===== src/rtl/fifo_drain_packer.sv =====
// Drains an upstream FIFO one word at a time and packs the words into frames,
// flushing partial frames on idle timeout. Define PACKER_PARITY_EN to add frame_parity.
module fifo_drain_packer #(
  parameter int DATA_WIDTH      = 12,
  parameter int WORDS_PER_FRAME = 4,
  parameter int TIMEOUT         = 15,
  localparam int CW             = $clog2(WORDS_PER_FRAME + 1)
) (
  input  logic                                 clk,
  input  logic                                 rst,
  input  logic                                 fifo_empty,
  input  logic                                 fifo_valid,
  input  logic [DATA_WIDTH-1:0]                fifo_read_data,
  output logic                                 fifo_read_enable,
  output logic [DATA_WIDTH*WORDS_PER_FRAME-1:0] frame_data,
  output logic [DATA_WIDTH-1:0]                frame_checksum,
  output logic [CW-1:0]                        frame_count,
  output logic                                 frame_partial,
  output logic                                 frame_parity,
  output logic                                 frame_valid,
  input  logic                                 frame_ready
);

  typedef enum logic [1:0] {IDLE, REQ, WAIT, EMIT} state_t;

  localparam logic [CW-1:0] FULL_CNT = CW'(WORDS_PER_FRAME);
  localparam logic [CW-1:0] LAST_CNT = CW'(WORDS_PER_FRAME - 1);
  localparam logic [CW-1:0] ONE_CNT  = CW'(1);
  localparam logic [7:0]    TO_M1    = 8'(TIMEOUT - 1);

  state_t                state_reg;
  logic [7:0]            idle_cnt_reg;
  logic [CW-1:0]         count_reg;
  logic [DATA_WIDTH-1:0] checksum_reg;
  logic                  rd_en_reg;
  logic                  valid_reg;
  logic                  partial_reg;

  logic store_word;
  logic transfer_done;
  logic frame_pending;

  assign store_word    = (state_reg == WAIT) && fifo_valid;
  assign transfer_done = (state_reg == EMIT) && frame_ready;
  assign frame_pending = (count_reg != '0) && (count_reg != FULL_CNT);

  always_ff @(posedge clk or posedge rst) begin
    if (rst) begin
      state_reg    <= IDLE;
      idle_cnt_reg <= '0;
      count_reg    <= '0;
      checksum_reg <= '0;
      rd_en_reg    <= 1'b0;
      valid_reg    <= 1'b0;
      partial_reg  <= 1'b0;
    end else begin
      rd_en_reg <= 1'b0;
      case (state_reg)
        IDLE: begin
          // Timeout takes priority over a new read so a partial frame cannot be starved.
          if (frame_pending && idle_cnt_reg == TO_M1) begin
            idle_cnt_reg <= idle_cnt_reg + 8'd1;
            state_reg    <= EMIT;
            valid_reg    <= 1'b1;
            partial_reg  <= 1'b1;
          end else begin
            if (frame_pending) begin
              idle_cnt_reg <= idle_cnt_reg + 8'd1;
            end
            if (!fifo_empty) begin
              state_reg <= REQ;
              rd_en_reg <= 1'b1;
            end
          end
        end
        REQ: state_reg <= WAIT;
        WAIT: begin
          if (fifo_valid) begin
            count_reg    <= count_reg + ONE_CNT;
            checksum_reg <= checksum_reg + fifo_read_data;
            idle_cnt_reg <= '0;
            if (count_reg == LAST_CNT) begin
              state_reg <= EMIT;
              valid_reg <= 1'b1;
            end else begin
              state_reg <= IDLE;
            end
          end else begin
            state_reg <= IDLE;
          end
        end
        EMIT: begin
          if (frame_ready) begin
            state_reg    <= IDLE;
            idle_cnt_reg <= '0;
            count_reg    <= '0;
            checksum_reg <= '0;
            valid_reg    <= 1'b0;
            partial_reg  <= 1'b0;
          end
        end
        default: state_reg <= IDLE;
      endcase
    end
  end

  // Each slot is written only when the fill pointer selects it, so unfilled slots stay zero.
  for (genvar gi = 0; gi < WORDS_PER_FRAME; gi++) begin : g_slot
    logic [DATA_WIDTH-1:0] slot_reg;
    always_ff @(posedge clk or posedge rst) begin
      if (rst) begin
        slot_reg <= '0;
      end else if (transfer_done) begin
        slot_reg <= '0;
      end else if (store_word && count_reg == CW'(gi)) begin
        slot_reg <= fifo_read_data;
      end
    end
    assign frame_data[gi*DATA_WIDTH +: DATA_WIDTH] = slot_reg;
  end

`ifdef PACKER_PARITY_EN
  // Parity accumulates per stored word; empty slots contribute nothing.
  logic parity_reg;
  always_ff @(posedge clk or posedge rst) begin
    if (rst) begin
      parity_reg <= 1'b0;
    end else if (transfer_done) begin
      parity_reg <= 1'b0;
    end else if (store_word) begin
      parity_reg <= parity_reg ^ (^fifo_read_data);
    end
  end
  assign frame_parity = parity_reg;
`else
  assign frame_parity = 1'b0;
`endif

  assign fifo_read_enable = rd_en_reg;
  assign frame_checksum   = checksum_reg;
  assign frame_count      = count_reg;
  assign frame_partial    = partial_reg;
  assign frame_valid      = valid_reg;

endmodule

===== config.mk =====
export PLATFORM = sky130hd
export DESIGN_NAME = fifo_drain_packer
export DESIGN_NICKNAME = d
export VERILOG_FILES = /design/src/rtl/fifo_drain_packer.sv
export SDC_FILE = /design/constraint.sdc
export NUM_CORES = 1
export LEC_CHECK = 0
export BUFFER_PORTS_ARGS = -buffer_cell sky130_fd_sc_hd__buf_2
export CORE_UTILIZATION = 30
export CTS_BUF_LIST = sky130_fd_sc_hd__clkbuf_16
export DETAILED_ROUTE_END_ITERATION = 10
export PLACE_DENSITY = 0.46
export SETUP_SLACK_MARGIN = 0.2
export SLEW_MARGIN = 20
export SYNTH_ARGS = -nofsm -noshare
export SYNTH_HDL_FRONTEND = slang
export SYNTH_SLANG_ARGS = --single-unit
export TNS_END_PERCENT = 50

===== constraint.sdc =====
create_clock -name clk -period 4.96 [get_ports clk]
set_input_delay 0.248 -clock clk [delete_from_list [all_inputs] [get_ports clk]]
set_output_delay 0.248 -clock clk [all_outputs]
set_load 0.005 [all_outputs]

==> out/metrics.csv, run 1 <==
metric,value,unit
status,completed,
power_density,590,nW/um2
timing.final.crit_share,45.4,%
drtIter0Drc,220,
fin_setup_tns,0,ps
synthArstFlopShare,100,%
finClkSkew,7.73,ps
hold_path.class,in2async,
slowest_delay,620,ps
power.leakage,2.28,nW
path_cells,nand2_1 -> nor2_4 -> nor2_2 -> a221oi_1 -> nand3_1,
drtAntennaViolNets,0,
avgSynthCellArea,9.22,um2
gr-total-overflow,0,
n_antenna_cell,0,
cts_root_buffer,clkbuf_16,
num_rows,40,
cts_resized,0,
max_cap_viol_count,0,
setup_viol,0,
synth.net_count,450,
dpl_worst_slack,2730,ps
rsz0062_at_grt,no,
io_buffers,82,
hpwl,7360,um
max_freq,444,MHz
drive_gt1_share,22.4,%
worst_slew_pin_slew,755,ps
routed.top_layer,met4,
layout_min_cycle_time,2250,ps
finalHoldWorstSlack,47.9,ps
fillerInstances,1317,
fin_ws,2710,ps
required,5170,ps
fp.dieH,115,um
dieArea,13200,um2
drt-total-wl,10600,um
synth_cell_types,49,
cts_buffer_depth,2,
holdBufCountCts,0,
path_clk_slew,60,ps
synth_edf_count,0,
clk_latency,340,ps
via_per_inst,4.75,
start_util,31.3,%
ys_seq_area_share,49.8,%
vdd_drop_max,0.178,mV
wire_per_inst,16.0,um
h-tree-depth,3,
synth_warnings,0,
clock_sinks,76,
finalHoldViolCount,0,
gp_congestion,0.763,
final_nets,523,
largest_reg_flops,48,
grt_usage,16.8,%
slew_violations,0,
crit_path_end_kind,register,
wl_met2,4710,um
drc,0,
ys.flop_type,dfrtp_1,
syn_to_final_growth,21.3,%
cts_tree,yes,
synthesis.area,3820,um2
ys_seq_elements,76,
crit_fanout,27,
crit_slowest_cell,dfrtp_1,
wl_met3,473,um
vias,3138,
post_cts_buffers,0,
cts_buffers,9,
criticalPathCategory,reg2reg,
startpoint_type,register,
arrival,2460,ps
dr.pass1.iters,4,
grt_pass1_vias,2975,
drt-met1-wl,5290,um
fp.dieW,115,um
antenna_found_initial,0,
seq_area,1900,um2
multi_input_area,1760,um2
core_area,12200,um2
pin_count,84,
grt_first_pass_wirelength,16600,um
grt_max_degree,42,
slew_headroom,49.6,%
syn-instance-count,414,
-- worst max-delay path, delay by kind of cell (launching register included) --
| family | cells | cell delay, ps |
|---|---|---|
| simple gates | 4 | 1170 |
| compound gates | 1 | 350 |
| flops | 1 | 620 |
-- worst paths after layout --
check / to / cells past startpoint / startpoint / slack [ps]
worst min-delay path: idle_cnt_reg[5]$_DFFE_PP0P_ / 2 / rst / 50
worst max register to register: frame_checksum[10]$_DFFE_PP0P_ / 5 / state_reg[1]$_DFFE_PP0P_ / 2710
max in group asynchronous: idle_cnt_reg[3]$_DFFE_PP0P_ / 3 / rst / 3870
worst min register to register: frame_checksum[3]$_DFFE_PP0P_ / 2 / frame_checksum[3]$_DFFE_PP0P_ / 510
min in group clk: fifo_read_enable$_DFF_PP0_ / 2 / fifo_empty / 90
worst max-delay path: frame_checksum[10]$_DFFE_PP0P_ / 5 / state_reg[1]$_DFFE_PP0P_ / 2710
-- Yosys cell counts (2+ instances only) --
master	number	share of area, %
or3_1	4	0.66
xor2_1	8	1.8
a21oi_1	56	7.3
o211ai_1	2	0.39
o21ai_1	2	0.26
nor4b_1	3	0.69
ha_1	18	5.9
nand4_1	4	0.66
nor2_2	2	0.33
nor2_1	11	1.1
inv_1	6	0.59
nand4b_1	2	0.46
xnor2_1	3	0.69
nor3_1	7	0.92
a211oi_1	3	0.59
a22o_1	3	0.69
o31ai_1	3	0.59
nand3_1	6	0.79
nand2_1	124	12
and2_2	2	0.39
o21ai_0	15	2.0
a21o_1	5	0.98
buf_6	4	1.2
clkbuf_1	3	0.29
buf_4	3	0.59
dfrtp_1	76	50
and3_1	6	0.98
buf_2	12	1.6
-- stage by stage --
step | instances | util, % | power (W) | area, um2
2_1_floorplan | 414 | - | 0.00171 | 3820
3_3_place_gp | 643 | 35.3 | 0.00209 | 4310
3_5_place_dp | 644 | 35.5 | 0.00211 | 4340
4_1_cts | 660 | 37.9 | 0.00277 | 4630
5_1_grt | 660 | 37.9 | 0.00296 | 4630
6_report | 660 | 37.9 | 0.00273 | 4630
-- power breakdown --
part	switching [W]	internal, W
clock network	0.000261	0.000387
registers	0.000189	0.000863
logic	0.000566	0.000467
total	0.00102	0.00172
-- layout by cell type (no fill, tap or decap), drive strengths merged, types with 7 or more instances in the layout --
master and instances:
a21oi 57, buf 84, clkbuf 9, dfrtp 76, ha 18, inv 8
nand2 124, nor2 13, nor3 7, o21ai 17, xor2 8
-- layout make-up --
class	instances	share of cell area, %
tap	168	4.54
multi-input combinational	310	38.0
inverter	6	0.486
clock inverter	7	1.43
clock buffer	9	4.86
timing repair buffer	84	9.62
sequential	76	41.1
-- per-layer routing --
layer / global-route usage, % / vias up
met5: 0 / -
met4: 5.19 / 0
met3: 3.85 / 7
met1: 23.7 / 1495
li1: - / 1568
met2: 25.7 / 68
-- kinds of logic (layout without fill, tap and decap cells) --
| family | count (synthesis) | count (layout) | share of synthesized area, % |
|---|---|---|---|
| other | 1 | 1 | 0.0982 |
| buffers and inverters | 28 | 106 | 4.23 |
| AOI/OAI and AO/OA | 102 | 102 | 16.2 |
| and+or+nand+nor | 176 | 176 | 20.4 |
| xor gates and xnor gates | 11 | 11 | 2.52 |
| muxes | 1 | 1 | 0.262 |
| DFF | 76 | 76 | 49.8 |
| adders and majority gates | 19 | 19 | 6.42 |
(Power assumes the default switching activity.)
==> run 2: changes to the inputs <==
clock period = 2.35 ns   (was 4.96 ns; I/O delays follow)
==> run 2 against run 1 <==
Against the previous run: non-clock buffer count up 2; largest cell class unchanged; via count up 2.5%; die area unchanged; design area down 0.35%; flip-flop and latch count unchanged; wire length up 1.3%; first-iteration DRC count up 18%; clock-buffer cell count unchanged; fmax up 11%.
==> out/metrics.csv, run 2 (same netlist as run 1, synthesis figures left out) <==
metric,value,unit,change
start_util,31.3,%,unchanged
fp.dieH,115,um,unchanged
via_per_inst,4.86,,+2.3%
slew_violations,0,,unchanged
layout_common_cells,"124 x nand2_1, 82 x buf_2, 76 x dfrtp_1",,
wire_per_inst,16.2,um,+1.2%
power,0.00565,W,+110%
gr-total-overflow,0,,unchanged
clk_latency,340,ps,about the same
fin_setup_tns,0,ps,unchanged
grt_max_degree,77,,+83%
final_common_cell,nand2_1,,
worst_slew_pin_slew,562,ps,-193 ps
num_rows,40,,unchanged
slew_headroom,62.5,%,+13 points
cts_buffer_depth,2,,unchanged
drtIter0Drc,260,,+18%
core_area,12200,um2,unchanged
gp_congestion,0.790,,+3.5%
timing.final.crit_share,86.5,%,+41 points
drt-total-wl,10700,um,+1.3%
finalHoldWorstSlack,69.0,ps,+21.2 ps
final_cells,661,,+0.15%
path_cells,ha_1 -> fa_1 -> a21o_1 -> a21boi_2 -> o21ai_2 -> or3_1 -> nand3_1,,
drive_gt1_share,22.3,%,-0.045 points
finClkSkew,6.93,ps,-0.799 ps
fillerInstances,1293,,-1.8%
cts_buffers,9,,unchanged
dr.pass1.iters,4,,unchanged
hpwl,7370,um,about the same
io_buffers,82,,unchanged
arrival,2310,ps,-150 ps
max_cap_viol_count,0,,unchanged
fp.dieW,115,um,unchanged
vdd_drop_max,0.422,mV,+140%
power.leakage,2.28,nW,about the same
criticalPathCategory,reg2reg,,
pin_count,84,,unchanged
crit_path_end_kind,register,,
crit_slowest_cell,fa_1,,
vias,3215,,+2.5%
setup_viol,0,,unchanged
crit_fanout,5,,-81%
max_freq,492,MHz,+11%
drtAntennaViolNets,0,,unchanged
n_antenna_cell,0,,unchanged
finalHoldViolCount,0,,unchanged
antenna_found_initial,0,,unchanged
syn_to_final_growth,20.9,%,
crit_family,adder cells,,
hold_path.class,in2reg,,
h-tree-depth,3,,unchanged
final_nets,525,,+0.38%
placed_cells,644,,unchanged
rsz0062_at_grt,no,,
power_density,1220,nW/um2,+110%
cts_root_buffer,clkbuf_16,,
cts_tree,yes,,
grt_first_pass_wirelength,16700,um,+0.79%
critPathBufInv,0,,unchanged
required,2620,ps,-2550 ps
post-route-util,37.8,%,-0.13 points
clock_sinks,76,,unchanged
grt_usage,17.2,%,+0.37 points
startpoint_type,register,,
drc,0,,unchanged
path_clk_slew,60,ps,about the same
grt_pass1_vias,3069,,+3.2%
dieArea,13200,um2,unchanged
status,completed,,
largest_reg_flops,48,,unchanged
slowest_delay,410,ps,-210 ps
layout_min_cycle_time,2030,ps,-221 ps
## run 2: final timing paths
check / slack (ps) / from / depth (start not counted) / to
setup / recovery: 320 / frame_checksum[0]$_DFFE_PP0P_ / 7 / frame_checksum[10]$_DFFE_PP0P_
hold reg to reg: 520 / g_slot[1].slot_reg[2]$_DFFE_PP0P_ / 2 / g_slot[1].slot_reg[2]$_DFFE_PP0P_
hold / removal: 70 / fifo_read_data[0] / 3 / g_slot[2].slot_reg[0]$_DFFE_PP0P_
min in group asynchronous: 410 / rst / 4 / g_slot[3].slot_reg[5]$_DFFE_PP0P_
setup reg to reg: 320 / frame_checksum[0]$_DFFE_PP0P_ / 7 / frame_checksum[10]$_DFFE_PP0P_
max in group asynchronous: 1600 / rst / 4 / frame_checksum[9]$_DFFE_PP0P_
## run 2: worst register-to-register path, delay by kind of cell, from the launching register on
kind	cells	cell delay [ps]
AOI/OAI and AO/OA	3	480
adders and majority gates	2	640
DFF	1	390
and+or+nand+nor	2	450
## run 2: cell type report
class	instances	area [um2]	area share (%)
Inverter	6	22.5	0.488
Multi-Input combinational cell	310	1760	38.2
Clock inverter	6	33.8	0.732
Sequential cell	76	1900	41.2
Tap cell	168	210	4.55
Clock buffer	9	225	4.88
Timing Repair Buffer	86	458	9.92
## run 2: per-layer routing
metal  up-vias  GRT usage (%)  wire [um]
met5         -              0          0
met3        11           5.43        577
met2        78           26.3       4860
met4         0           5.63        144
li1       1568              -          -
met1      1558           23.2       5130
## run 2: where the power goes
group	switching, W	leakage [nW]	total [W]	internal (W)
registers	0.000397	1.01	0.00222	0.00182
logic	0.00121	1.15	0.00219	0.000986
clock network	0.000540	0.130	0.00124	0.000699
## run 2: metrics by stage
step | area [um2] | worst slack (ps)
detailed placement | 4330 | 298
CTS | 4610 | 271
floorplan | 3820 | 294
global route | 4620 | 218
finish | 4620 | 317
global placement | 4330 | 336
## run 2: what timing repair did
action | 4_1_cts | 5_1_grt
endpoints found under the setup margin | 0 | 1
resized for setup | 0 | 1
hold buffers | 2 | 0
hold endpoints to repair | 77 | 0
setup buffers | 0 | 0
